`src/rtl/bus_fabric_pkg.sv`:
```
// Shared types and constants for the 6502 SoC bus fabric: FSM states,
// counter and index widths, and the standard memory map
// (RAM, BASIC, video, GPIO, ACIA, Wishbone, ROM).
package bus_fabric_pkg;

    typedef enum logic {
        ST_IDLE,
        ST_WAIT
    } bf_state_e;

    // Wait-state counter width and region index width (NREG is at most 16)
    localparam int WAIT_W    = 4;
    localparam int REG_IDX_W = 4;

    localparam int BF_NREG = 7;
    localparam int BF_AW   = 16;

    // Region i occupies bits [i*16 +: 16]; region 0 is the rightmost entry
    localparam logic [BF_NREG*BF_AW-1:0] BF_DEF_BASE = {
        16'hF800, 16'hF100, 16'hF000, 16'hDC00, 16'hD000, 16'hA000, 16'h0000
    };
    localparam logic [BF_NREG*BF_AW-1:0] BF_DEF_MASK = {
        16'hF800, 16'hFF00, 16'hFF00, 16'hFC00, 16'hFC00, 16'hE000, 16'h8000
    };
    localparam logic [BF_NREG*WAIT_W-1:0] BF_DEF_WAIT = '0;

endpackage

```
`src/rtl/bus_fabric_decode.sv`:
```
// Combinational fixed-priority address decoder: region i hits when
// (ab & MASK_i) == BASE_i, and the lowest hitting index wins.
module bus_fabric_decode
    import bus_fabric_pkg::*;
#(
    parameter int                 NREG = BF_NREG,
    parameter int                 AW   = BF_AW,
    parameter logic [NREG*AW-1:0] BASE = BF_DEF_BASE,
    parameter logic [NREG*AW-1:0] MASK = BF_DEF_MASK
) (
    input  logic [AW-1:0]        ab_i,
    output logic [NREG-1:0]      sel_o,
    output logic [REG_IDX_W-1:0] idx_o,
    output logic                 hit_o
);

    // Scan from the top down so the lowest hitting region is the last writer
    always_comb begin
        hit_o = 1'b0;
        idx_o = '0;
        for (int i = NREG - 1; i >= 0; i--) begin
            if ((ab_i & MASK[i*AW +: AW]) == BASE[i*AW +: AW]) begin
                hit_o = 1'b1;
                idx_o = REG_IDX_W'(i);
            end
        end
        sel_o = '0;
        for (int i = 0; i < NREG; i++) begin
            sel_o[i] = hit_o && (idx_o == REG_IDX_W'(i));
        end
    end

endmodule

```
`src/rtl/bus_fabric.sv`:
```
// Address decode, read-return mux and ready generation for the 6502 SoC.
// Optional sticky unmapped-access flag enabled by defining BUS_FABRIC_ERR_EN.
module bus_fabric
    import bus_fabric_pkg::*;
#(
    parameter int                     NREG        = BF_NREG,
    parameter int                     AW          = BF_AW,
    parameter int                     DW          = 8,
    parameter logic [NREG*AW-1:0]     BASE        = BF_DEF_BASE,
    parameter logic [NREG*AW-1:0]     MASK        = BF_DEF_MASK,
    parameter logic [NREG*WAIT_W-1:0] WAIT        = BF_DEF_WAIT,
    parameter int                     DEFAULT_REG = 6
) (
    input  logic                 clk,
    input  logic                 reset,
    input  logic [AW-1:0]        cpu_ab,
    input  logic                 cpu_we,
    input  logic [NREG*DW-1:0]   slv_do,
    input  logic [NREG-1:0]      slv_rdy,
    output logic [NREG-1:0]      sel,
    output logic [DW-1:0]        cpu_di,
    output logic                 cpu_rdy,
    output logic                 err,
    output logic [AW-1:0]        err_addr,
    input  logic                 err_clr
);

    localparam logic [NREG-1:0]   MUX_RST = NREG'(1) << DEFAULT_REG;
    localparam logic [WAIT_W-1:0] CNT_ONE = WAIT_W'(1);

    logic [REG_IDX_W-1:0] idx;
    logic                 hit;
    bf_state_e            state_q, state_d;
    logic [WAIT_W-1:0]    cnt_q, cnt_d;
    logic [REG_IDX_W-1:0] reg_q, reg_d;
    logic [NREG-1:0]      mux_q;
    logic [WAIT_W-1:0]    wait_n;
    logic                 hit_rdy;
    logic                 held_rdy;
    logic                 rdy_c;

    // Slaves see cpu_we directly; the fabric only routes selects
    logic unused_we;
    assign unused_we = cpu_we;

    bus_fabric_decode #(
        .NREG (NREG),
        .AW   (AW),
        .BASE (BASE),
        .MASK (MASK)
    ) u_decode (
        .ab_i  (cpu_ab),
        .sel_o (sel),
        .idx_o (idx),
        .hit_o (hit)
    );

    // Per-region lookups: wait count and ready of the live decode and of the held region
    always_comb begin
        wait_n   = '0;
        hit_rdy  = 1'b0;
        held_rdy = 1'b0;
        for (int i = 0; i < NREG; i++) begin
            if (sel[i]) begin
                wait_n  = WAIT[i*WAIT_W +: WAIT_W];
                hit_rdy = slv_rdy[i];
            end
            if (reg_q == REG_IDX_W'(i)) begin
                held_rdy = slv_rdy[i];
            end
        end
    end

    // Wait FSM next state and ready; unmapped accesses complete immediately
    always_comb begin
        state_d = state_q;
        cnt_d   = cnt_q;
        reg_d   = reg_q;
        rdy_c   = 1'b1;
        case (state_q)
            ST_IDLE: begin
                if (hit) begin
                    if (wait_n == '0) begin
                        rdy_c = hit_rdy;
                    end else begin
                        rdy_c   = 1'b0;
                        cnt_d   = wait_n - CNT_ONE;
                        reg_d   = idx;
                        state_d = ST_WAIT;
                    end
                end
            end
            ST_WAIT: begin
                if (cnt_q != '0) begin
                    rdy_c = 1'b0;
                    cnt_d = cnt_q - CNT_ONE;
                end else begin
                    rdy_c = held_rdy;
                    if (held_rdy) begin
                        state_d = ST_IDLE;
                    end
                end
            end
            default: state_d = ST_IDLE;
        endcase
    end

    assign cpu_rdy = reset | rdy_c;

    // FSM state, counter, held region and read-mux select registers
    always_ff @(posedge clk) begin
        if (reset) begin
            state_q <= ST_IDLE;
            cnt_q   <= '0;
            reg_q   <= '0;
            mux_q   <= MUX_RST;
        end else begin
            state_q <= state_d;
            cnt_q   <= cnt_d;
            reg_q   <= reg_d;
            if (cpu_rdy) begin
                mux_q <= sel;
            end
        end
    end

    // Read-return mux; an empty select falls back to the default region
    always_comb begin
        cpu_di = slv_do[DEFAULT_REG*DW +: DW];
        for (int i = 0; i < NREG; i++) begin
            if (mux_q[i]) begin
                cpu_di = slv_do[i*DW +: DW];
            end
        end
    end

`ifdef BUS_FABRIC_ERR_EN
    logic          err_q, err_d;
    logic [AW-1:0] err_addr_q, err_addr_d;

    // Sticky error: a new unmapped access outranks a simultaneous clear
    always_comb begin
        err_d      = err_q;
        err_addr_d = err_addr_q;
        if (err_clr) begin
            err_d = 1'b0;
        end
        if ((state_q == ST_IDLE) && !hit && (!err_q || err_clr)) begin
            err_d      = 1'b1;
            err_addr_d = cpu_ab;
        end
    end

    // Error flag and captured address registers
    always_ff @(posedge clk) begin
        if (reset) begin
            err_q      <= 1'b0;
            err_addr_q <= '0;
        end else begin
            err_q      <= err_d;
            err_addr_q <= err_addr_d;
        end
    end

    assign err      = err_q;
    assign err_addr = err_addr_q;
`else
    logic unused_clr;
    assign unused_clr = err_clr;
    assign err        = 1'b0;
    assign err_addr   = '0;
`endif

endmodule

```
`config.mk`:
```
export PLATFORM = sky130hd
export DESIGN_NAME = bus_fabric
export DESIGN_NICKNAME = d
export VERILOG_FILES = /design/src/rtl/bus_fabric_pkg.sv /design/src/rtl/bus_fabric_decode.sv /design/src/rtl/bus_fabric.sv
export SDC_FILE = /design/constraint.sdc
export NUM_CORES = 1
export LEC_CHECK = 0
export CAP_MARGIN = 20
export CORE_ASPECT_RATIO = 1.5
export CORE_MARGIN = 4
export CORE_UTILIZATION = 34
export DETAILED_ROUTE_END_ITERATION = 16
export GPL_TIMING_DRIVEN = 0
export PLACE_DENSITY = 0.82
export SYNTH_ARGS = -nofsm -noshare
export SYNTH_HDL_FRONTEND = slang
export SYNTH_SLANG_ARGS = --single-unit
```
`constraint.sdc`:
```
create_clock -name clk -period 3.6 [get_ports clk]
set_clock_uncertainty 0.15 [all_clocks]
set_input_delay 0.9 -clock clk [delete_from_list [all_inputs] [get_ports clk]]
set_output_delay 0.9 -clock clk [all_outputs]
set_load 0.02 [all_outputs]
```
* Yosys cells after proc, flatten, opt, wreduce, memory -nomap -nowiden
Index checks and enable logic that the tools add are counted.
** Storage, ports and cells
- Flip-flop bits (word level) :: 12
- Bits of input ports :: 83
- Output and inout bits :: 33
- Logic and storage cells :: 66
** Cells by class
- Add/subtract/negate cells :: 1
- Equality and inequality tests :: 13
- Multiplexer cells :: 36
- Bitwise gates (word level) :: 2
- Reductions and logical operators :: 11
** Operator list (number)
- $mux 8 :: 7
- $mux 4 :: 5
- $mux 1 :: 18
- $eq 8x8->1 const B :: 2
- $logic_not 16->1 :: 1
- $eq 4x3->1 const B :: 3
- $eq 6x6->1 const B :: 2
- $mux 3 :: 4
- $eq 4x2->1 const B :: 2
- $logic_and 1x1->1 :: 7
- $eq 5x5->1 const B :: 1
- $eq 4x1->1 const B :: 1
- $logic_not 4->1 :: 1
- $pmux 1 s2 :: 2
- $reduce_bool 4->1 :: 1
- $sub 4x1->4 const B :: 1
- $eq 3x3->1 const B :: 1
- $ne 2x1->1 const B :: 1
- $reduce_and 2->1 :: 1
- $not 1->1 :: 1
- $or 1x1->1 :: 1

* Longest topological paths before layout
Gate-level depths: netlist of run 1.
- Depth after elaboration :: 20
- Gate-level depth with buffers :: 8
- Depth with buffers taken out :: 7

* Cells and area by module
A second synthesis of run 1 with hierarchy kept.
** Second synthesis, totals
- Cell total of the unflattened synthesis :: 204
- Area total of the unflattened synthesis :: 1510.2 µm²
** By module, submodules not included
- bus_fabric :: times used 1, cells each 179, area each 1351.3 µm², seq. area each 240.2 µm²
- bus_fabric_decode :: times used 1, cells each 25, area each 158.9 µm², seq. area each 0.0 µm²

* Least setup slack after synthesis of run 1
OpenSTA, ideal clock, no wires.
- Kind :: input-to-output
- From :: input port cpu_ab[15]
- To :: output port cpu_rdy
- Arrival time :: 2.364 ns
- Data required time :: 2.550 ns
- Setup slack :: 0.186 ns
- Cell stages on the path :: 6
- Path buffers :: 1
- Cells stage by stage :: buf_4 nand4b_1 or3_1 a221oi_2 a2bb2oi_4 nand2_1
** Between the ends
- Word-level cells in the longest chain between the ends :: 20
- Elaborated cells between the ends (all ways) :: 45
- Classes of those cells :: 12 x eq/ne; 23 x mux; 1 x bitwise; 9 x reduce/logical
** RTL lines
- from (decl) :: RTL line bus_fabric.sv:16 : input logic [AW-1:0] cpu_ab,
- $eq 5x5->1 :: RTL line bus_fabric_decode.sv:22 : if ((ab_i & MASK[i*AW +: AW]) == BASE[i*AW +: AW]) begin
- $mux 3 (4 in a row) :: RTL line bus_fabric_decode.sv:22
- $mux 4 (3 in a row) :: RTL line bus_fabric_decode.sv:22
- $logic_not 4->1 :: RTL line bus_fabric_decode.sv:29 : sel_o[i] = hit_o && (idx_o == REG_IDX_W'(i));
- $logic_and 1x1->1 :: RTL line bus_fabric_decode.sv:29
- $mux 1 (7 in a row) :: RTL line bus_fabric.sv:64 : if (sel[i]) begin
- $mux 1 * :: RTL line bus_fabric.sv:82 : if (hit) begin
- $pmux 1 s2 * :: RTL line bus_fabric.sv:80 : case (state_q)
- $or 1x1->1 * :: RTL line bus_fabric.sv:108 : assign cpu_rdy = reset | rdy_c;
- to (decl) :: RTL line bus_fabric.sv:22 : output logic cpu_rdy,
Mark *: on every way between the ends. The rest lies on a longest branch, timed or not.

* Worst setup path after layout of run 1
- From :: input port cpu_ab[11]
- To :: output port cpu_rdy
Same word-level chain as after synthesis.

==> results.md, run 1 <==
* Final instance area at 2500 sq um
* RSZ-0062 raised after global routing: true
* Die width at 61.4 um
* Hold path depth at 2
* Most frequent cells in the layout: clkdlybuf4s50_1, buf_4, a21oi_1, conb_1, nand2_1
* Worst setup EP type: primary output
* # clock sinks at 12
* Antenna-violating nets left at 0
* Crit-path max FO at 8
* Drt pass-1 iters at 4
* IO Port Bufs at 87
* Top cells by area, synth: dfxtp_1, buf_4, mux2i_1, mux2_2, a21oi_1
* Worst-Margin Slew at 0.722 ns
* Core box area at 4030 sq um
* # diodes at 0
* Distinct cells, synth at 40
* Slew margin rel. at about half
* Max-slew violations at 0
* Post-synthesis instance total at roughly 200
* NumNets Final at 390
* Synthesized cell area at 1460 sq um
* Placed Area at 2440 sq um
* Largest net degree at the start of global routing at 11
* Setup_tns at -0.0343 ns
* Clock period minus worst slack at between 3 and 4 ns
* Placed cell count at 344
* Final hold vios at 0
* H-tree levels at 1
* Max rail drop VDD at between 150 and 200 uV
* Crit share post-route at 101%
* Setup Viol. Count Final at 1
* Most common cell after layout, fill and taps aside: clkdlybuf4s50_1
* Vias per cell at 5.03
* Switch Pwr at 163 uW
* Worst-Skew Late Latency at 0.24 ns
* Setup crit start kind: primary input
* Sw Ratio at 30.6%
* Pre-CTS setup slack at -0.857 ns
* Starting DRT DRC Count at 30
* Req. time, crit path at 2.55 ns
* Seq cells post-synth at 12
* Avg Cell Area, Syn at 7.42 sq um
* Clock slew at reported path FFs at 0.05 ns
* # rows at 28
* CTS root buf: clkbuf_8
* Leakage at 0.00103 uW
* Clock power share at 27.3%
* CTS Buf Count at 3
* Final Non-Filler Cells at 350
* Hold crit path type: reg2reg
* Residual overflow from global routing at 0
* Reg power frac at between 20% and 30%
* First-pass GRT wire length at roughly 7600 um
* Routed length per instance at 14.3 um
* DRC Markers at 0
* Dpl hpwl at 4100 um
* Max-Cap Viols at 0
* Worst path arrival time at ~2.6 ns
* Die ar. at 5410 sq um
* Dominant cell type by area after synthesis: dfxtp_1
* Share of the synthesized area in the top cell type at 16.5%
* Pint at 370 uW
* Die height at 88.1 um
* Top-Level Pins at about 120
* Drt total wl at 5000 um
* Initial antenna violation count at 0
* Pwr dens at between 200 and 250 nW/um^2
* Worst Reg2Reg Path Length in Cells at 8
* Via count at 1,760
* Overall power at 533 uW
* CTS Buffer Depth at 2
* Tot GR Track Use at 18.4%
* Routability cong. at 0.787
* CTS tree: done
* Initial cell density of the core at 36.1%
* Post-synthesis sequential area ratio at between 10% and 20%
* Layout area overhead at 71.6%
* Worst setup margin at -0.0343 ns
* Comb pwr share at 47.1%
* Failing checks: negative setup slack
* Outcome: finished, violations left
* WS Path Type: in2out
* Filler cells at 402
* Synth warn at 0
* Via count of the first global-routing pass at 1,767
* Fraction of layout cells with a size suffix above 1 at 17.0%
* Achievable clock frequency at about 280 MHz
layer usage:
metal | vias up | GRT usage, % | part of all wire [%]
li1 | 882 | - | -
met2 | 83 | 35.0 | 53
met4 | 0 | 8.30 | 3.2
met3 | 14 | 3.98 | 11
met5 | - | 0 | 0
met1 | 781 | 18.0 | 33
flip-flops by register name, indices dropped and copies added (netlist names):
name     cells
mux_q        7
state_q      1
cnt_q        4
power groups by stage:
stage	clock (uW)	combinational (uW)	sequential (uW)
4_1_cts	151	251	136
2_1_floorplan	0	130	139
6_report	146	251	136
3_3_place_gp	0	257	139
5_1_grt	159	271	137
3_5_place_dp	0	259	139
worst paths after layout:
path                   start        to  slack, ns
hold / removal      cnt_q[1]  cnt_q[1]       0.36
setup reg to reg    cnt_q[0]  mux_q[0]       1.18
setup / recovery  cpu_ab[11]   cpu_rdy      -0.03
hold reg to reg     cnt_q[1]  cnt_q[1]       0.36
through the flow:
step | hold WS, ns | utilization [%]
3_3_place_gp | 0.339 | 60.6
3_5_place_dp | 0.357 | 60.6
4_1_cts | 0.365 | 62.1
6_report | 0.364 | 62.0
5_1_grt | 0.388 | 62.0
2_1_floorplan | 0.324 | -
cell type report:
class	count	area, sq um	area share, %
clock buffer	4	55.1	2.20
sequential	12	240	9.62
multi-input combinational	156	1080	43.3
timing repair buffer	89	832	33.3
tap	45	56.3	2.25
buffer	31	184	7.36
inverter	13	48.8	1.95
worst max-delay path, stage by stage:
cell and delay, ns:
dlygate4sd2_1 0.32, or2_4 0.29, or3_1 0.39, a221oi_4 0.28
a2bb2oi_4 0.17, nand2_1 0.07, buf_2 0.16
Yosys cell counts, drive strengths merged:
cell and count:
nor2 13, a2bb2oi 1, nand4 1, nand2 15, a31o 1, nand2b 1
o311a 1, o31ai 8, nand3 1, or2 1, and2 3, a211oi 2
a21oi 17, nand4b 2, xnor2 1, ha 1, buf 19, dfxtp 12
nor2b 12, xor2 3, or3 1, a221oi 9, mux2i 11, clkbuf 12
or3b 1, inv 13, conb 1, a221o 1, o221ai 1, and4 1
nor4 1, nor3 5, o21ai 11, nand3b 1, mux2 12
logic make-up (layout without fill, tap and decap cells):
| family | Yosys count | count (layout) | synth area share [%] |
|---|---|---|---|
| AND/OR/NAND/NOR | 59 | 59 | 21.1 |
| flip-flops | 12 | 12 | 16.5 |
| multiplexers | 23 | 23 | 17.9 |
| adder cells (fa/ha/maj) | 1 | 1 | 0.860 |
| buffers and inverters | 44 | 137 | 16.0 |
| other | 1 | 17 | 0.258 |
| AO/OA/AOI/OAI | 52 | 52 | 25.0 |
| XOR/XNOR | 4 | 4 | 2.41 |
timing repair:
item,4_1_cts,5_1_grt
gates cloned,0,0
setup buffers,2,0
pin swaps,4,4
gates resized for setup,31,20
hold buffers,0,0
setup endpoints to repair,11,8
(Power assumes the default switching activity.)
==> inputs of run 2 (changes only) <==
CTS_BUF_LIST = sky130_fd_sc_hd__clkbuf_2 sky130_fd_sc_hd__clkbuf_4 sky130_fd_sc_hd__clkbuf_8   (was not set)
==> results of run 2 <==
No change in the layout: final DEF, timing and power equal those of run 1.
==> inputs of run 3 (changes only) <==
==> constraint.sdc (replaced) <==
create_clock -name clk -period 3.6 [get_ports clk]
set_clock_uncertainty 0.15 [all_clocks]
set_input_delay 0.72 -clock clk [delete_from_list [all_inputs] [get_ports clk]]
set_output_delay 0.72 -clock clk [all_outputs]
set_load 0.02 [all_outputs]
==> run 3 against run 2 <==
  * The flow now finishes without violations
  * Die area unchanged
  * Fmax rose by 2.9%
  * Clock power hardly changed
  * Combinational power grew 2%
  * Via count rose by 1.0%
  * Global-route usage fell by 0.17 points
  * Sequential share of layout area down 0.15 points
  * Utilization up 0.99 points
  * Final area grew 1.6%
  * Critical path type unchanged
==> results.md, run 3 (synthesis results as in run 1) <==
* Initial antenna violation count at 0 (unchanged)
* CTS root buf: clkbuf_8 (unchanged)
* Hold path depth at 2 (unchanged)
* Top-Level Pins at 116 (unchanged)
* Worst-Skew Late Latency at 0.24 ns (about the same)
* Setup slack, reg-to-reg at 1.18 ns (about the same)
* M1 GR Usage at 17.5% (was 18.0%)
* Outcome: finished clean (was finished, violations left)
* M2 GR Usage at 34.9% (was 35.0%)
* Hold Path End: cnt_q[1] (unchanged)
* CTS Buf Count at 3 (unchanged)
* Drt total wl at 5040 um (was 5000 um)
* Most common cell after layout, fill and taps aside: clkdlybuf4s50_1 (unchanged)
* Final hold vios at 0 (unchanged)
* WS Path Type: in2out (unchanged)
* Achievable clock frequency at 283 MHz (was 275 MHz)
* Crit-path max FO at 4 (was 8)
* Worst setup margin at 0.0681 ns (was -0.0343 ns)
* Routability cong. at 0.787 (unchanged)
* Max-Cap Viols at 0 (unchanged)
* Via count of the first global-routing pass at 1,744 (was 1,767)
* Leakage at 0.00107 uW (was 0.00103 uW)
* # clock sinks at 12 (unchanged)
* Routed length per instance at 14.4 um (was 14.3 um)
* Antenna-violating nets left at 0 (unchanged)
* Pwr dens at 213 nW/um^2 (about the same)
* Largest register FFs at 7 (unchanged)
* Clock slew at reported path FFs at 0.05 ns (about the same)
* Initial cell density of the core at 36.1% (unchanged)
* CTS Buffer Depth at 2 (unchanged)
* Clock period minus worst slack at 3.53 ns (was 3.63 ns)
* Placed cell count at 344 (unchanged)
* Slew margin rel. at 52.6% (was 51.9%)
* Starting DRT DRC Count at 53 (was 30)
* Max rail drop VDD at 167 uV (about the same)
* Most frequent cells in the layout: clkdlybuf4s50_1, buf_4, a21oi_1, conb_1, nand2_1 (unchanged)
* IO Port Bufs at 87 (unchanged)
* Vias per cell at 5.09 (was 5.03)
* Final instance area at 2540 sq um (was 2500 sq um)
* Layout area overhead at 74.4% (was 71.6%)
* Setup Viol. Count Final at 0 (was 1)
* Die width at 61.4 um (unchanged)
* Worst r2r src: cnt_q[0] (unchanged)
* Worst setup EP type: primary output (unchanged)
* Worst hold margin at 0.364 ns (about the same)
* Drt pass-1 iters at 6 (was 4)
* CTS Hold Bufs at 0 (unchanged)
* Most Used Layer, Global Route: met2 (unchanged)
* Largest net degree at the start of global routing at 11 (unchanged)
* Setup crit start kind: primary input (unchanged)
* Largest registers: mux_q x7, cnt_q x4, state_q x1 (unchanged)
* Crit share post-route at 98.1% (was 101%)
* Worst path arrival time at 2.66 ns (was 2.58 ns)
* Worst-Margin Slew at 0.711 ns (was 0.722 ns)
* # diodes at 0 (unchanged)
* Die height at 88.1 um (unchanged)
* Final Non-Filler Cells at 349 (was 350)
* CTS tree: done (unchanged)
* Hold crit path type: reg2reg (unchanged)
* NumNets Final at 389 (was 390)
* R2r endpoint: mux_q[0] (unchanged)
* Residual overflow from global routing at 0 (unchanged)
* Die ar. at 5410 sq um (unchanged)
* Top reg by flops: mux_q (unchanged)
* Worst Reg2Reg Path Length in Cells at 8 (unchanged)
* Pre-CTS setup slack at -0.497 ns (was -0.857 ns)
* First-pass GRT wire length at 7480 um (was 7580 um)
* H-tree levels at 1 (unchanged)
* Dpl hpwl at 4100 um (unchanged)
* Hold path startpoint: cnt_q[1] (unchanged)
* # rows at 28 (unchanged)
* Placed Area at 2440 sq um (unchanged)
* Req. time, crit path at 2.73 ns (was 2.55 ns)
* Via count at 1,778 (was 1,760)
* DRC Markers at 0 (unchanged)
* Tot GR Track Use at 18.2% (was 18.4%)
* Fraction of layout cells with a size suffix above 1 at 13.5% (was 17.0%)
* Max-slew violations at 0 (unchanged)
* Met3 Resource Use GR at 3.98% (unchanged)
* Core box area at 4030 sq um (unchanged)
-- run 3: area by class of cell --
| cell class | count | area, sq um |
|---|---|---|
| Buffer | 30 | 180 |
| Clock buffer | 4 | 55.1 |
| Fill cell | 392 | 1490 |
| Inverter | 13 | 48.8 |
| Multi-Input combinational cell | 156 | 1060 |
| Sequential cell | 12 | 240 |
| Tap cell | 45 | 56.3 |
| Timing Repair Buffer | 89 | 897 |
-- run 3: critical path, stage by stage --
cell             delay [ns]
clkdlybuf4s50_1        0.52
nand4_1                0.16
nor4_2                 0.44
and2_1                 0.21
clkdlybuf4s50_1        0.60
-- run 3: metrics by stage --
step	util, %	power, uW	TNS (ns)
floorplan	-	269	0
global placement	60.6	396	-0.499
detailed placement	60.6	399	-0.497
CTS	62.3	548	0
global route	63.0	577	-0.0604
finish	63.0	541	0
-- run 3: repair_timing --
item / in CTS / in global routing
pin swaps: 2 / 1
buffers inserted: 2 / 0
gates resized for setup: 3 / 8
setup endpoints to repair: 2 / 6
-- run 3: worst max-delay path by stage --
stage                     from  endpoint  slack [ns]
floorplan           cpu_ab[15]   cpu_rdy        0.55
global placement    cpu_ab[11]   cpu_rdy       -0.50
detailed placement  cpu_ab[11]   cpu_rdy       -0.50
CTS                 cpu_ab[10]   cpu_rdy        0.01
global route        cpu_ab[12]    sel[5]       -0.04
finish              cpu_ab[12]    sel[5]        0.07
-- run 3: report_power, final --
group | leakage, uW | switching (uW) | internal (uW) | total [uW]
clock | 0.0000288 | 48.8 | 96.5 | 145
combinational | 0.000943 | 108 | 148 | 256
sequential | 0.0000973 | 3.90 | 136 | 140
-- run 3: layer usage --
metal / share of wire, % / vias up
met1: 34 / 783
met4: 3.4 / 0
met5: 0 / -
li1: - / 880
met3: 11 / 18
met2: 52 / 97
